## src/rtl/winograd_tile_buffer.sv

```systemverilog
// Winograd F(2x2,3x3) input-tile feeder.
// Buffers the last three image rows of a raster pixel stream and emits overlapping
// 4x4xCHANNELS tiles at stride 2, one per 2x2 output block of the valid convolution.
module winograd_tile_buffer #(
  parameter int unsigned INPUT_TILE_SIZE  = 4,
  parameter int unsigned INPUT_DATA_WIDTH = 8,
  parameter int unsigned CHANNELS         = 3,
  parameter int unsigned IMG_W            = 8,
  parameter int unsigned IMG_H            = 8
) (
  input  logic                                                    clk,
  input  logic                                                    reset,
  input  logic                                                    start,
  input  logic [CHANNELS*INPUT_DATA_WIDTH-1:0]                    s_data,
  input  logic                                                    s_valid,
  output logic                                                    s_ready,
  output logic [INPUT_TILE_SIZE*INPUT_TILE_SIZE*CHANNELS*INPUT_DATA_WIDTH-1:0] inpData,
  output logic                                                    o_valid,
  output logic [$clog2(IMG_H/2)-1:0]                              tile_row,
  output logic [$clog2(IMG_W/2)-1:0]                              tile_col,
  output logic                                                    frame_done,
  output logic                                                    busy
);

  localparam int unsigned TS  = INPUT_TILE_SIZE;
  localparam int unsigned W   = INPUT_DATA_WIDTH;
  localparam int unsigned PW  = CHANNELS * W;
  localparam int unsigned TW  = TS * TS * PW;
  localparam int unsigned CW  = $clog2(IMG_W);
  localparam int unsigned RW  = $clog2(IMG_H);
  localparam int unsigned TRW = $clog2(IMG_H / 2);
  localparam int unsigned TCW = $clog2(IMG_W / 2);

  localparam logic [CW-1:0] ColLast = CW'(IMG_W - 1);
  localparam logic [RW-1:0] RowLast = RW'(IMG_H - 1);

  typedef enum logic {StIdle, StRun} state_e;

  state_e          state_q, state_d;
  logic [CW-1:0]   col_q, col_d;
  logic [RW-1:0]   row_q, row_d;
  logic            accept;
  logic            emit;
  logic            last_px;
  logic [RW-1:0]   row_m3;
  logic [CW-1:0]   col_m3;

  // Line buffers: index 0 holds row r-3, 1 holds r-2, 2 holds r-1.
  logic [PW-1:0]   lb_q  [3][IMG_W];
  // Window: [row top..bottom][col left..right].
  logic [PW-1:0]   win_q [TS][TS];
  logic [PW-1:0]   win_d [TS][TS];
  logic [TW-1:0]   tile_d;

  assign accept  = s_valid && s_ready;
  assign last_px = accept && (row_q == RowLast) && (col_q == ColLast);
  // A tile completes on odd row/col at or beyond index 3 (bottom-right of a 4x4 window).
  assign emit    = accept && (row_q >= RW'(3)) && row_q[0] && (col_q >= CW'(3)) && col_q[0];
  assign row_m3  = row_q - RW'(3);
  assign col_m3  = col_q - CW'(3);

  // State register.
  always_ff @(posedge clk or negedge reset) begin
    if (!reset) begin
      state_q <= StIdle;
    end else begin
      state_q <= state_d;
    end
  end

  // Next-state logic and status outputs.
  always_comb begin
    state_d = state_q;
    s_ready = 1'b0;
    busy    = 1'b0;
    unique case (state_q)
      StIdle: begin
        if (start) state_d = StRun;
      end
      StRun: begin
        s_ready = 1'b1;
        busy    = 1'b1;
        if (last_px) state_d = StIdle;
      end
      default: state_d = StIdle;
    endcase
  end

  // Raster position counters; cleared when a frame is armed.
  always_comb begin
    col_d = col_q;
    row_d = row_q;
    if (state_q == StIdle && start) begin
      col_d = '0;
      row_d = '0;
    end else if (accept) begin
      if (col_q == ColLast) begin
        col_d = '0;
        row_d = (row_q == RowLast) ? '0 : row_q + RW'(1);
      end else begin
        col_d = col_q + CW'(1);
      end
    end
  end

  // Counter registers.
  always_ff @(posedge clk or negedge reset) begin
    if (!reset) begin
      col_q <= '0;
      row_q <= '0;
    end else begin
      col_q <= col_d;
      row_q <= row_d;
    end
  end

  // Next window: shift left, new right column is {r-3, r-2, r-1, incoming pixel}.
  always_comb begin
    for (int r = 0; r < TS; r++) begin
      for (int k = 0; k < TS; k++) begin
        win_d[r][k] = win_q[r][k];
      end
    end
    if (accept) begin
      for (int r = 0; r < TS; r++) begin
        for (int k = 0; k < TS - 1; k++) begin
          win_d[r][k] = win_q[r][k+1];
        end
      end
      win_d[0][TS-1] = lb_q[0][col_q];
      win_d[1][TS-1] = lb_q[1][col_q];
      win_d[2][TS-1] = lb_q[2][col_q];
      win_d[3][TS-1] = s_data;
    end
  end

  // Flatten the next window into PE order: channel-major, row 0 col 0 at the high end.
  always_comb begin
    tile_d = '0;
    for (int c = 0; c < CHANNELS; c++) begin
      for (int r = 0; r < TS; r++) begin
        for (int k = 0; k < TS; k++) begin
          tile_d[((c*TS*TS + (TS-1-r)*TS + (TS-1-k))*W) +: W] = win_d[r][k][c*W +: W];
        end
      end
    end
  end

  // Line buffer and window storage; contents need no reset since every tile is fully refreshed.
  always_ff @(posedge clk) begin
    if (accept) begin
      lb_q[0][col_q] <= lb_q[1][col_q];
      lb_q[1][col_q] <= lb_q[2][col_q];
      lb_q[2][col_q] <= s_data;
    end
    for (int r = 0; r < TS; r++) begin
      for (int k = 0; k < TS; k++) begin
        win_q[r][k] <= win_d[r][k];
      end
    end
  end

  // Tile output registers; data and indices hold between emissions.
  always_ff @(posedge clk or negedge reset) begin
    if (!reset) begin
      inpData    <= '0;
      o_valid    <= 1'b0;
      frame_done <= 1'b0;
      tile_row   <= '0;
      tile_col   <= '0;
    end else begin
      o_valid    <= emit;
      frame_done <= emit && last_px;
      if (emit) begin
        inpData  <= tile_d;
        tile_row <= TRW'(row_m3[RW-1:1]);
        tile_col <= TCW'(col_m3[CW-1:1]);
      end
    end
  end

endmodule

```

## config.mk

```make
export PLATFORM = sky130hd
export DESIGN_NAME = winograd_tile_buffer
export DESIGN_NICKNAME = d
export VERILOG_FILES = /design/src/rtl/winograd_tile_buffer.sv
export SDC_FILE = /design/constraint.sdc
export NUM_CORES = 2
export LEC_CHECK = 0
export ABC_AREA = 1
export CORE_MARGIN = 2
export CORE_UTILIZATION = 46
export DETAILED_ROUTE_END_ITERATION = 12
export PLACE_DENSITY_LB_ADDON = 0.3
export SLEW_MARGIN = 20
export SYNTH_ARGS = -nofsm -noshare
export SYNTH_HDL_FRONTEND = slang
export SYNTH_SLANG_ARGS = --single-unit
```

## constraint.sdc

```tcl
create_clock -name clk -period 6.72 [get_ports clk]
set_clock_uncertainty 0.2 [all_clocks]
set_input_delay 1.008 -clock clk [delete_from_list [all_inputs] [get_ports clk]]
set_output_delay 1.008 -clock clk [all_outputs]
set_load 0.005 [all_outputs]
```

==> flow_metrics.env <==
export IMPL_fin_hold_ws_ns=0.0970
export IMPL_grt_pass1_vias=34754
export IMPL_grt_max_degree=229
export IMPL_peakVddDrop_uv=301
export IMPL_synthTopCellsByCount="2977 x nand2_1, 576 x edfxtp_1, 478 x inv_1"
export IMPL_grt_antenna_before_repair=3
export IMPL_htreeDepth=4
export IMPL_via_count=37206
export IMPL_drv_slew=0
export IMPL_crit_required_ns=7.15
export IMPL_drtPass1Iterations=6
export IMPL_tns_ns=0
export IMPL_wl_mm=138
export IMPL_synth_area_top_cells="edfxtp_1 33%, nand2_1 22%, dfrtp_1 19%, dfxtp_1 15%, inv_1 3.5%"
export IMPL_yosysSeqAreaShare=0.672
export IMPL_holdBufCountCts=0
export IMPL_path_cells="buf_4 > buf_4 > nand2_1 > nand3_1 > nand2_1 > inv_1 > nand3_1 > and2_1"
export IMPL_leakage_nw=29.7
export IMPL_p_per_area_nw_per_um2=455
export IMPL_place_gp_congestion=0.818
export IMPL_drive_gt1_frac=0.0438
export IMPL_insertion_delay_ns=0.75
export IMPL_slew_headroom=0.198
export IMPL_io_buffers=419
export IMPL_min_path_type="primary input to async pin"
export IMPL_numCtsBuffers=138
export IMPL_rsz0062_at_grt="false"
export IMPL_synth_edf_count=576
export IMPL_syn_avg_cell_area_um2=9.23
export IMPL_slowest_stage="buf_4"
export IMPL_final_period_utilization=0.599
export IMPL_ys_seq_elements=1357
export IMPL_crit_fanout=92
export IMPL_dp_hpwl_mm=84.2
export IMPL_grt_pass1_wl_mm=209
export IMPL_cts_sinks=1357
export IMPL_critPathMaxStageDelay_ns=0.88
export IMPL_ioPinCount=420
export IMPL_final_nets=5998
export IMPL_post_drt_wl_per_cell_um=18.1
export IMPL_worst_pin_slew_ns=1.20
export IMPL_synthDistinctLibCells=29
export IMPL_cts_root_buf="clkbuf_16"
export IMPL_finalSetupViolCount=0
export IMPL_final_min_clock_period_ns=4.03
export IMPL_async_reset_ff_frac=0.293
export IMPL_cts_resized=0
export IMPL_die_w_um=340
export IMPL_core_um2=112000
export IMPL_stdcell_count=7581
export IMPL_synth_main_ff_cell="edfxtp_1"
export IMPL_post_cts_setup_buffer_count=0
export IMPL_route_detailed_drc=0
export IMPL_synth_most_common_cell="nand2_1"
export IMPL_hold_violations=0
export IMPL_floorplan_initialDensity=0.463
export IMPL_syn_to_final_growth_pct=19.3
export IMPL_dp_cells=7323
export IMPL_drt_iter0_markers=3512
export IMPL_cts_buffer_depth=3
export IMPL_status="completed"
export IMPL_grtUsageTotal=0.234
export IMPL_synth_top_cell_area_share=0.333
export IMPL_die_h_um=340
export IMPL_n_fill_cell=9632
export IMPL_antenna_left=0
export IMPL_yosysWarnings=0
export IMPL_cap_violations=0
export IMPL_synth_cells=5630
export IMPL_synthesis_nets=5664
export IMPL_die_area_um2=116000
export IMPL_syn_area_um2=51900
export IMPL_clk_pin_slew_ns=0.06
export IMPL_synth_top_area_cell="edfxtp_1"
export IMPL_startpoint_type="register"
export IMPL_critical_path_arrival_ns=4.46
export IMPL_endpoint_kind="register"
export IMPL_cts_tree="built"
export IMPL_avgViaCountPerCell=4.91
export IMPL_critPathKind="register to register"
export IMPL_num_rows=123
export IMPL_grt_overflow_total=0
export IMPL_fmax_mhz=248
-- per-stage QoR --
stage / area, um2 / worst slack [ns] / util / total power (W)
2_1_floorplan: 51900 / 1.12 / - / 0.0166
3_3_place_gp: 57400 / 2.32 / 0.512 / 0.0206
3_5_place_dp: 57400 / 2.26 / 0.512 / 0.0208
4_1_cts: 61900 / 2.73 / 0.552 / 0.0283
5_1_grt: 61900 / 2.43 / 0.552 / 0.0297
6_report: 62000 / 2.69 / 0.552 / 0.0282
-- worst paths after layout --
check / startpoint / end / slack (ns) / depth (start not counted)
worst max-delay path: col_q[0]$_DFFE_PN0P_ / win_q[2][22]$_DFF_P_ / 2.69 / 8
worst min-delay path: reset / inpData[184]$_DFFE_PN0P_ / 0.1 / 1
worst max register to register: col_q[0]$_DFFE_PN0P_ / win_q[2][22]$_DFF_P_ / 2.69 / 8
worst min register to register: win_q[3][2]$_DFF_P_ / win_q[3][26]$_DFF_P_ / 0.25 / 2
max in group asynchronous: reset / inpData[356]$_DFFE_PN0P_ / 4.78 / 2
min in group clk: win_q[3][2]$_DFF_P_ / win_q[3][26]$_DFF_P_ / 0.25 / 2
-- state kept, by name, indices dropped and copies added, names as in the netlist --
register and count:
lb_q 576, inpData 384, win_q 384, col_q 3
row_q 3, tile_col 2, tile_row 2, frame_done 1
o_valid 1, state_q 1
-- critical path: cells and delay by family, from the launching register on --
kind	cells	cell delay (ns)
buf+inv	3	1.86
simple gates	5	0.94
flops	1	0.76
-- layer usage --
layer,routed length [um],up-vias,global-route usage
met5,7,-,0
met4,3850,2,0.0758
met3,8920,198,0.0355
met2,62400,1177,0.361
met1,62300,17729,0.342
li1,-,18100,-
-- placed cells by master (no fill, tap or decap), drive strengths merged --
master         synthesis  routed
clkinv                 1      40
nor3                   2       2
inv                  483     487
a21boi                11      11
o22ai                  2       2
dfxtp                384     384
a21oi                 15      15
edfxtp               576     576
nand3                306     306
nand2               2978    2978
clkbuf               105     207
nand3b                10      10
nor2                  70      70
diode                  0       3
and2                  48      48
clkdlybuf4s50          0     418
bufinv                 0       4
o21ai                 71      71
buf                  164      45
o211ai                 1       1
dfrtp                397     397
ha                     6       6
-- cells by family (layout without fill, tap and decap cells) --
| family | Yosys count | count (layout) | synth area share |
|---|---|---|---|
| other | 0 | 3 | 0 |
| and+or+nand+nor | 3414 | 3414 | 0.258 |
| adders and majority gates | 6 | 6 | 0.00145 |
| buffers and inverters | 753 | 1201 | 0.0585 |
| DFF | 1357 | 1357 | 0.672 |
| AOI/OAI and AO/OA | 100 | 100 | 0.0103 |
-- where the power goes --
group          leakage [nW]  total (W)  internal (W)  switching [W]
combinational          13.6    0.00808       0.00291        0.00517
clock                  2.21    0.00754       0.00441        0.00313
sequential             13.9     0.0126        0.0115        0.00111
-- final cells by class --
| type | instances | area, um2 | share of cell area |
|---|---|---|---|
| antenna | 3 | 7.51 | 0.000121 |
| clock buffer | 207 | 4130 | 0.0666 |
| clock inverter | 47 | 369 | 0.00596 |
| inverter | 484 | 1840 | 0.0297 |
| multi-input combinational | 3520 | 14100 | 0.227 |
| sequential | 1357 | 34900 | 0.564 |
| tap | 1500 | 1880 | 0.0303 |
| timing repair buffer | 463 | 4740 | 0.0765 |
(Power assumes the default switching activity.)
